`src/rtl/iter_mdu.sv`:
```
`default_nettype none
// ============================================================================
// Module   : iter_mdu
// Purpose  : Iterative multiply/divide unit. One radix-2 shift-add (multiply)
//            or restoring-division step per clock on operand magnitudes, with
//            sign correction applied once at the end. Division by zero and
//            signed overflow (MIN / -1) skip iteration and finish at once.
// Ports    : clk        - clock, all state changes on rising edge
//            rst        - synchronous active-high reset
//            flush      - abort any in-flight operation
//            in_valid   - request present       in_ready  - can accept
//            op[2:0]    - MUL,MULH,MULHSU,MULHU,DIV,DIVU,REM,REMU
//            src1/src2  - multiplicand/dividend, multiplier/divisor
//            out_valid  - result present        out_ready - result taken
//            result     - operation result
// Revision : 1.0 - initial release
// ============================================================================
module iter_mdu #(
  parameter int WIDTH = 32
) (
  input  logic             clk,
  input  logic             rst,
  input  logic             flush,
  input  logic             in_valid,
  output logic             in_ready,
  input  logic [2:0]       op,
  input  logic [WIDTH-1:0] src1,
  input  logic [WIDTH-1:0] src2,
  output logic             out_valid,
  input  logic             out_ready,
  output logic [WIDTH-1:0] result
);

  localparam int CW = $clog2(WIDTH + 1);

  localparam logic [2:0] c_OP_MUL    = 3'b000;
  localparam logic [2:0] c_OP_MULH   = 3'b001;
  localparam logic [2:0] c_OP_MULHSU = 3'b010;
  localparam logic [2:0] c_OP_MULHU  = 3'b011;
  localparam logic [2:0] c_OP_DIV    = 3'b100;
  localparam logic [2:0] c_OP_DIVU   = 3'b101;
  localparam logic [2:0] c_OP_REM    = 3'b110;
  localparam logic [2:0] c_OP_REMU   = 3'b111;

  localparam logic [WIDTH-1:0] c_MIN = {1'b1, {(WIDTH-1){1'b0}}};

  typedef enum logic [1:0] {
    S_IDLE = 2'd0,
    S_BUSY = 2'd1,
    S_DONE = 2'd2
  } state_t;

  state_t           r_state;
  logic             r_in_ready;
  logic             r_out_valid;
  logic [WIDTH-1:0] r_result;
  logic [CW-1:0]    r_cnt;
  logic [2:0]       r_op;
  logic [WIDTH-1:0] r_opb;   // multiplicand (mul) or divisor (div) magnitude
  logic [WIDTH-1:0] r_hi;    // product high half / partial remainder
  logic [WIDTH-1:0] r_lo;    // multiplier bits / dividend bits -> quotient
  logic             r_neg;   // product or quotient must be negated
  logic             r_rneg;  // remainder must be negated

  // ---------------- request decode ----------------
  logic             w_s1_signed;
  logic             w_s2_signed;
  logic             w_s1_neg;
  logic             w_s2_neg;
  logic [WIDTH-1:0] w_s1_mag;
  logic [WIDTH-1:0] w_s2_mag;
  logic             w_div0;
  logic             w_ovf;
  logic [WIDTH-1:0] w_special_res;

  assign w_s1_signed = (op == c_OP_MUL) || (op == c_OP_MULH) || (op == c_OP_MULHSU) ||
                       (op == c_OP_DIV) || (op == c_OP_REM);
  assign w_s2_signed = (op == c_OP_MUL) || (op == c_OP_MULH) ||
                       (op == c_OP_DIV) || (op == c_OP_REM);
  assign w_s1_neg    = w_s1_signed && src1[WIDTH-1];
  assign w_s2_neg    = w_s2_signed && src2[WIDTH-1];
  // Negating MIN yields MIN, which read unsigned is the correct magnitude.
  assign w_s1_mag    = w_s1_neg ? -src1 : src1;
  assign w_s2_mag    = w_s2_neg ? -src2 : src2;

  assign w_div0 = op[2] && (src2 == '0);
  // op[0]==0 among division ops selects the signed variants (DIV, REM).
  assign w_ovf  = op[2] && !op[0] && (src1 == c_MIN) && (src2 == '1);
  // op[1] distinguishes remainder from quotient.
  assign w_special_res = w_div0 ? (op[1] ? src1 : '1)
                                : (op[1] ? '0   : src1);

  // ---------------- iteration datapath ----------------
  logic [WIDTH:0]   w_sum;
  logic [WIDTH:0]   w_rsh;
  logic             w_ge;
  logic [WIDTH-1:0] w_sub;

  assign w_sum = {1'b0, r_hi} + (r_lo[0] ? {1'b0, r_opb} : {(WIDTH+1){1'b0}});
  assign w_rsh = {r_hi, r_lo[WIDTH-1]};
  assign w_ge  = (w_rsh >= {1'b0, r_opb});
  // Only taken when w_ge, so the difference always fits in WIDTH bits.
  assign w_sub = w_rsh[WIDTH-1:0] - r_opb;

  // ---------------- final sign correction ----------------
  logic [2*WIDTH-1:0] w_prod;
  logic [2*WIDTH-1:0] w_prod_fix;
  logic [WIDTH-1:0]   w_quo;
  logic [WIDTH-1:0]   w_rem;
  logic [WIDTH-1:0]   w_final;

  assign w_prod     = {r_hi, r_lo};
  assign w_prod_fix = r_neg ? -w_prod : w_prod;
  assign w_quo      = r_neg ? -r_lo : r_lo;
  assign w_rem      = r_rneg ? -r_hi : r_hi;

  always_comb begin
    w_final = '0;
    case (r_op)
      c_OP_MUL:                           w_final = w_prod_fix[WIDTH-1:0];
      c_OP_MULH, c_OP_MULHSU, c_OP_MULHU: w_final = w_prod_fix[2*WIDTH-1:WIDTH];
      c_OP_DIV, c_OP_DIVU:                w_final = w_quo;
      c_OP_REM, c_OP_REMU:                w_final = w_rem;
      default:                            w_final = '0;
    endcase
  end

  // ---------------- control FSM ----------------
  always_ff @(posedge clk) begin
    if (rst) begin
      r_state     <= S_IDLE;
      r_in_ready  <= 1'b1;
      r_out_valid <= 1'b0;
      r_result    <= '0;
      r_cnt       <= '0;
      r_op        <= '0;
      r_opb       <= '0;
      r_hi        <= '0;
      r_lo        <= '0;
      r_neg       <= 1'b0;
      r_rneg      <= 1'b0;
    end else if (flush) begin
      r_state     <= S_IDLE;
      r_in_ready  <= 1'b1;
      r_out_valid <= 1'b0;
      r_cnt       <= '0;
    end else begin
      case (r_state)
        S_IDLE: begin
          if (in_valid) begin
            r_op       <= op;
            r_in_ready <= 1'b0;
            if (w_div0 || w_ovf) begin
              r_result    <= w_special_res;
              r_out_valid <= 1'b1;
              r_state     <= S_DONE;
            end else begin
              r_opb   <= op[2] ? w_s2_mag : w_s1_mag;
              r_lo    <= op[2] ? w_s1_mag : w_s2_mag;
              r_hi    <= '0;
              r_neg   <= w_s1_neg ^ w_s2_neg;
              r_rneg  <= w_s1_neg;
              r_cnt   <= '0;
              r_state <= S_BUSY;
            end
          end
        end
        S_BUSY: begin
          if (r_cnt == CW'(WIDTH)) begin
            r_result    <= w_final;
            r_out_valid <= 1'b1;
            r_state     <= S_DONE;
          end else begin
            r_cnt <= r_cnt + CW'(1);
            if (r_op[2]) begin
              r_hi <= w_ge ? w_sub : w_rsh[WIDTH-1:0];
              r_lo <= {r_lo[WIDTH-2:0], w_ge};
            end else begin
              r_hi <= w_sum[WIDTH:1];
              r_lo <= {w_sum[0], r_lo[WIDTH-1:1]};
            end
          end
        end
        S_DONE: begin
          if (out_ready) begin
            r_out_valid <= 1'b0;
            r_in_ready  <= 1'b1;
            r_state     <= S_IDLE;
          end
        end
        default: begin
          r_state     <= S_IDLE;
          r_in_ready  <= 1'b1;
          r_out_valid <= 1'b0;
        end
      endcase
    end
  end

  assign in_ready  = r_in_ready;
  assign out_valid = r_out_valid;
  assign result    = r_result;

endmodule
`default_nettype wire

```
`config.mk`:
```
export PLATFORM = sky130hd
export DESIGN_NAME = iter_mdu
export DESIGN_NICKNAME = d
export VERILOG_FILES = /design/src/rtl/iter_mdu.sv
export SDC_FILE = /design/constraint.sdc
export NUM_CORES = 1
export LEC_CHECK = 0
export ABC_AREA = 1
export BUFFER_PORTS_ARGS = -buffer_cell sky130_fd_sc_hd__clkbuf_2
export CAP_MARGIN = 40
export CORE_AREA = 2 2 198 200
export CTS_CLUSTER_SIZE = 10
export DETAILED_ROUTE_END_ITERATION = 6
export DIE_AREA = 0 0 200 202
export GPL_TIMING_DRIVEN = 1
export PLACE_DENSITY_LB_ADDON = 0.05
export SETUP_SLACK_MARGIN = 0.1
export SYNTH_ARGS = -nofsm -noshare
export SYNTH_HDL_FRONTEND = slang
export SYNTH_SLANG_ARGS = --single-unit
```
`constraint.sdc`:
```
create_clock -name clk -period 2.5 [get_ports clk]
set_input_delay 0.25 -clock clk [delete_from_list [all_inputs] [get_ports clk]]
set_output_delay 0.25 -clock clk [all_outputs]
set_load 0.1 [all_outputs]
```
==> impl_metrics.py <==
metrics = {
    "placement": {
        "place.detailed.hpwl_mm": 72.8,
        "portBuffers": 105,
        "place_area_um2": 21200,
        "finalWeightedCongestion": 1.10,
    },
    "floorplanning": {
        "std_cell_rows": 72,
        "core_area_um2": 38300,
        "io_pins": 106,
        "start_util": 0.472,
        "dieWidth_um": 200,
        "die-area_um2": 40400,
        "die_h_um": 202,
    },
    "clock_tree": {
        "cts_hold_buf": 0,
        "clockBufferDepth": 2,
        "root_buffer": "clkbuf_16",
        "clkLatencyLatePin_ns": 0.47,
        "clkTransAtPathRegs_ns": 0.07,
        "cts_tree": "yes",
        "cts-buffers-inserted": 17,
        "htree_levels": 4,
        "cts.sinks": 143,
    },
    "logic_synthesis": {
        "async_flop_share": 0,
        "ys_seq_area_frac": 0.158,
        "synth_seq_cells": 143,
        "synth_edf_count": 0,
        "yosysWarnings": 0,
        "synthesis.nets": 3530,
        "ys.flop_type": "dfxtp_1",
        "netlist_area_um2": 18100,
        "synth_cells": 3385,
        "syn_avg_cell_area_um2": 5.34,
        "synthDistinctLibCells": 48,
    },
    "worst_setup_path": {
        "worstPathArrival_ns": 3.18,
        "end_kind": "register",
        "worstPathRequired_ns": 2.83,
        "timing.rr.start": "r_hi[16]",
        "cp_max_fo": 4,
        "cp_slowest_cell": "nand4_1",
        "path_cells": "ha_4, buf_4, nand2_1, nor2_1, buf_4, nand2_1, inv_1, o21ai_0, nand4_1, nand3_1, o211ai_1, nand2_1, a21oi_1",
        "critical_path_buf_inv_count": 3,
        "start_kind": "register",
        "reg2reg_slack_ns": -0.34,
        "crit_type": "reg -> reg",
        "critPathTopFamily": "simple AND/OR/NAND/NOR gates",
        "worst_r2r_path_depth": 13,
        "critical_path.most_common_cell": "nand2_1",
        "max_stage_delay_ns": 0.66,
        "rr_endpoint": "r_hi[21]",
    },
    "hold_path": {
        "min_from": "src2[6]",
        "min_to": "r_opb[6]",
        "min_path_type": "in -> reg",
        "whs_path_depth": 4,
    },
    "pwr": {
        "power_density_nw_per_um2": 390,
        "ir_drop_uv": 570,
        "p_leak_uw": 0.0115,
    },
    "sta": {
        "rsz0062_at_grt": "yes",
        "finClkSkew_ns": 0.0122,
        "report.final.slew_viol_count": 0,
        "hold_viol": 0,
        "fin_crit_ns": 2.84,
        "timing.setup.tns_ns": -0.397,
        "post-route-period-util": 1.14,
        "setup_ws_ns": -0.343,
        "fmax_ghz": 0.352,
        "setup-violations-final": 5,
        "worstMarginPinSlew_ns": 0.784,
        "max_slew_margin": 0.476,
    },
    "run_status": {
        "violations": "DRC, setup timing",
        "outcome": "complete, but fails checks",
    },
    "detailed_routing": {
        "drcViolationCount": 3,
        "drt_wl_total_mm": 94.5,
        "drt_iter0_drc": 3237,
        "vias": 25619,
        "first_pass_iters": 7,
        "antenna_left": 0,
        "wl_per_cell_um": 22.2,
        "vias_per_cell": 6.02,
    },
    "final_layout": {
        "drive_above_1_share": 0.255,
        "mostFrequentLayoutCells": "nand2_1 (870), nand3_1 (350), nor2_1 (349)",
        "area_growth_pct": 33.4,
        "nets": 3870,
        "stdcell_area_um2": 24100,
        "fill_cells": 3773,
        "fin_util": 0.630,
        "final_common_cell": "nand2_1",
    },
    "global_route": {
        "grt.overflow.total": 0,
        "grt_pass1_wl_mm": 136,
        "grt_pass1_vias": 23553,
        "grt_use_total": 0.448,
        "grt_antenna_before_repair": 4,
        "grt_max_degree": 92,
    },
    "flow_run": {
        "maxCapViolations": 0,
    },
}
[flip-flops by register name, summed over array words and instances, names as in the netlist, 2 cells and up]
name,count
r_cnt,6
r_hi,32
r_lo,32
r_op,3
r_opb,32
r_state,2
result,32
[what timing repair did]
| item | 4_1_cts | 5_1_grt |
|---|---|---|
| resized for setup | 176 | 357 |
| setup endpoints to repair | 38 | 57 |
| setup buffers | 10 | 21 |
| pin swaps | 28 | 78 |
| gates cloned | 3 | 0 |
[synthesized netlist by cell type (19+ instances only)]
library cell	number	area, um2
a21oi_1	267	1340
a31oi_1	27	169
buf_1	19	71.3
buf_2	23	115
clkbuf_1	75	282
dfxtp_1	143	2860
ha_1	71	888
inv_1	387	1450
inv_2	19	71.3
nand2_1	968	3630
nand3_1	373	1870
nand4_1	44	275
nor2_1	410	1540
nor3_1	28	140
o211ai_1	32	240
o21ai_0	275	1380
o21ai_1	25	125
xor2_1	71	622
[final cells by class]
cell class / instances / area, um2 / share of cell area
multi-input combinational: 2703 / 15100 / 0.624
timing repair buffer: 450 / 3370 / 0.140
sequential: 143 / 2930 / 0.121
inverter: 409 / 1550 / 0.0641
tap: 518 / 648 / 0.0269
clock buffer: 21 / 460 / 0.0191
clock inverter: 9 / 111 / 0.00461
timing repair inverter: 1 / 7.51 / 0.000311
antenna: 2 / 5.00 / 0.000207
[per-stage QoR]
| step | cells | hold slack (ns) | total power (uW) | worst slack, ns |
|---|---|---|---|---|
| 2_1_floorplan | 3385 | 0.419 | 4580 | 0.105 |
| 3_3_place_gp | 4190 | 0.440 | 6090 | -0.161 |
| 3_5_place_dp | 4190 | 0.447 | 6140 | -0.161 |
| 4_1_cts | 4233 | 0.179 | 8890 | 0.0539 |
| 5_1_grt | 4254 | 0.196 | 9780 | -0.369 |
| 6_report | 4256 | 0.190 | 9420 | -0.343 |
[how the worst max path moves through the flow]
stage,startpoint,to,cells past startpoint
after floorplan,r_lo[0],r_hi[21],20
after global placement,r_lo[0],r_hi[11],12
after detailed placement,r_lo[0],r_hi[11],12
after CTS,r_opb[14],r_hi[7],15
after global routing,r_hi[16],r_hi[21],13
final,r_hi[16],r_hi[21],13
[power by group]
part	switching [uW]	internal (uW)
clock network	1130	1510
logic	2790	1480
registers	121	2390
total	4030	5390
[cells by family after synthesis]
kind of cell,count (synthesis),synth area share
AO/OA/AOI/OAI,662,0.195
XOR/XNOR,78,0.0378
adder cells (fa/ha/maj),73,0.0513
AND/OR/NAND/NOR,1890,0.441
flip-flops,143,0.158
buffers and inverters,539,0.117
[tightest hold or removal path: stages]
cell and delay [ns]:
clkbuf_2 0.11, xor2_1 0.08, nand2_1 0.07, a31oi_1 0.09
[per-layer routing]
layer  share of wire  track usage  up-vias
met2            0.44        0.714     1715
li1                -            -    11759
met1            0.36        0.528    11679
met3            0.11       0.0854      462
met5         0.00058            0        -
met4           0.094        0.347        4
Note: power is estimated with default switching activity, not from simulation.
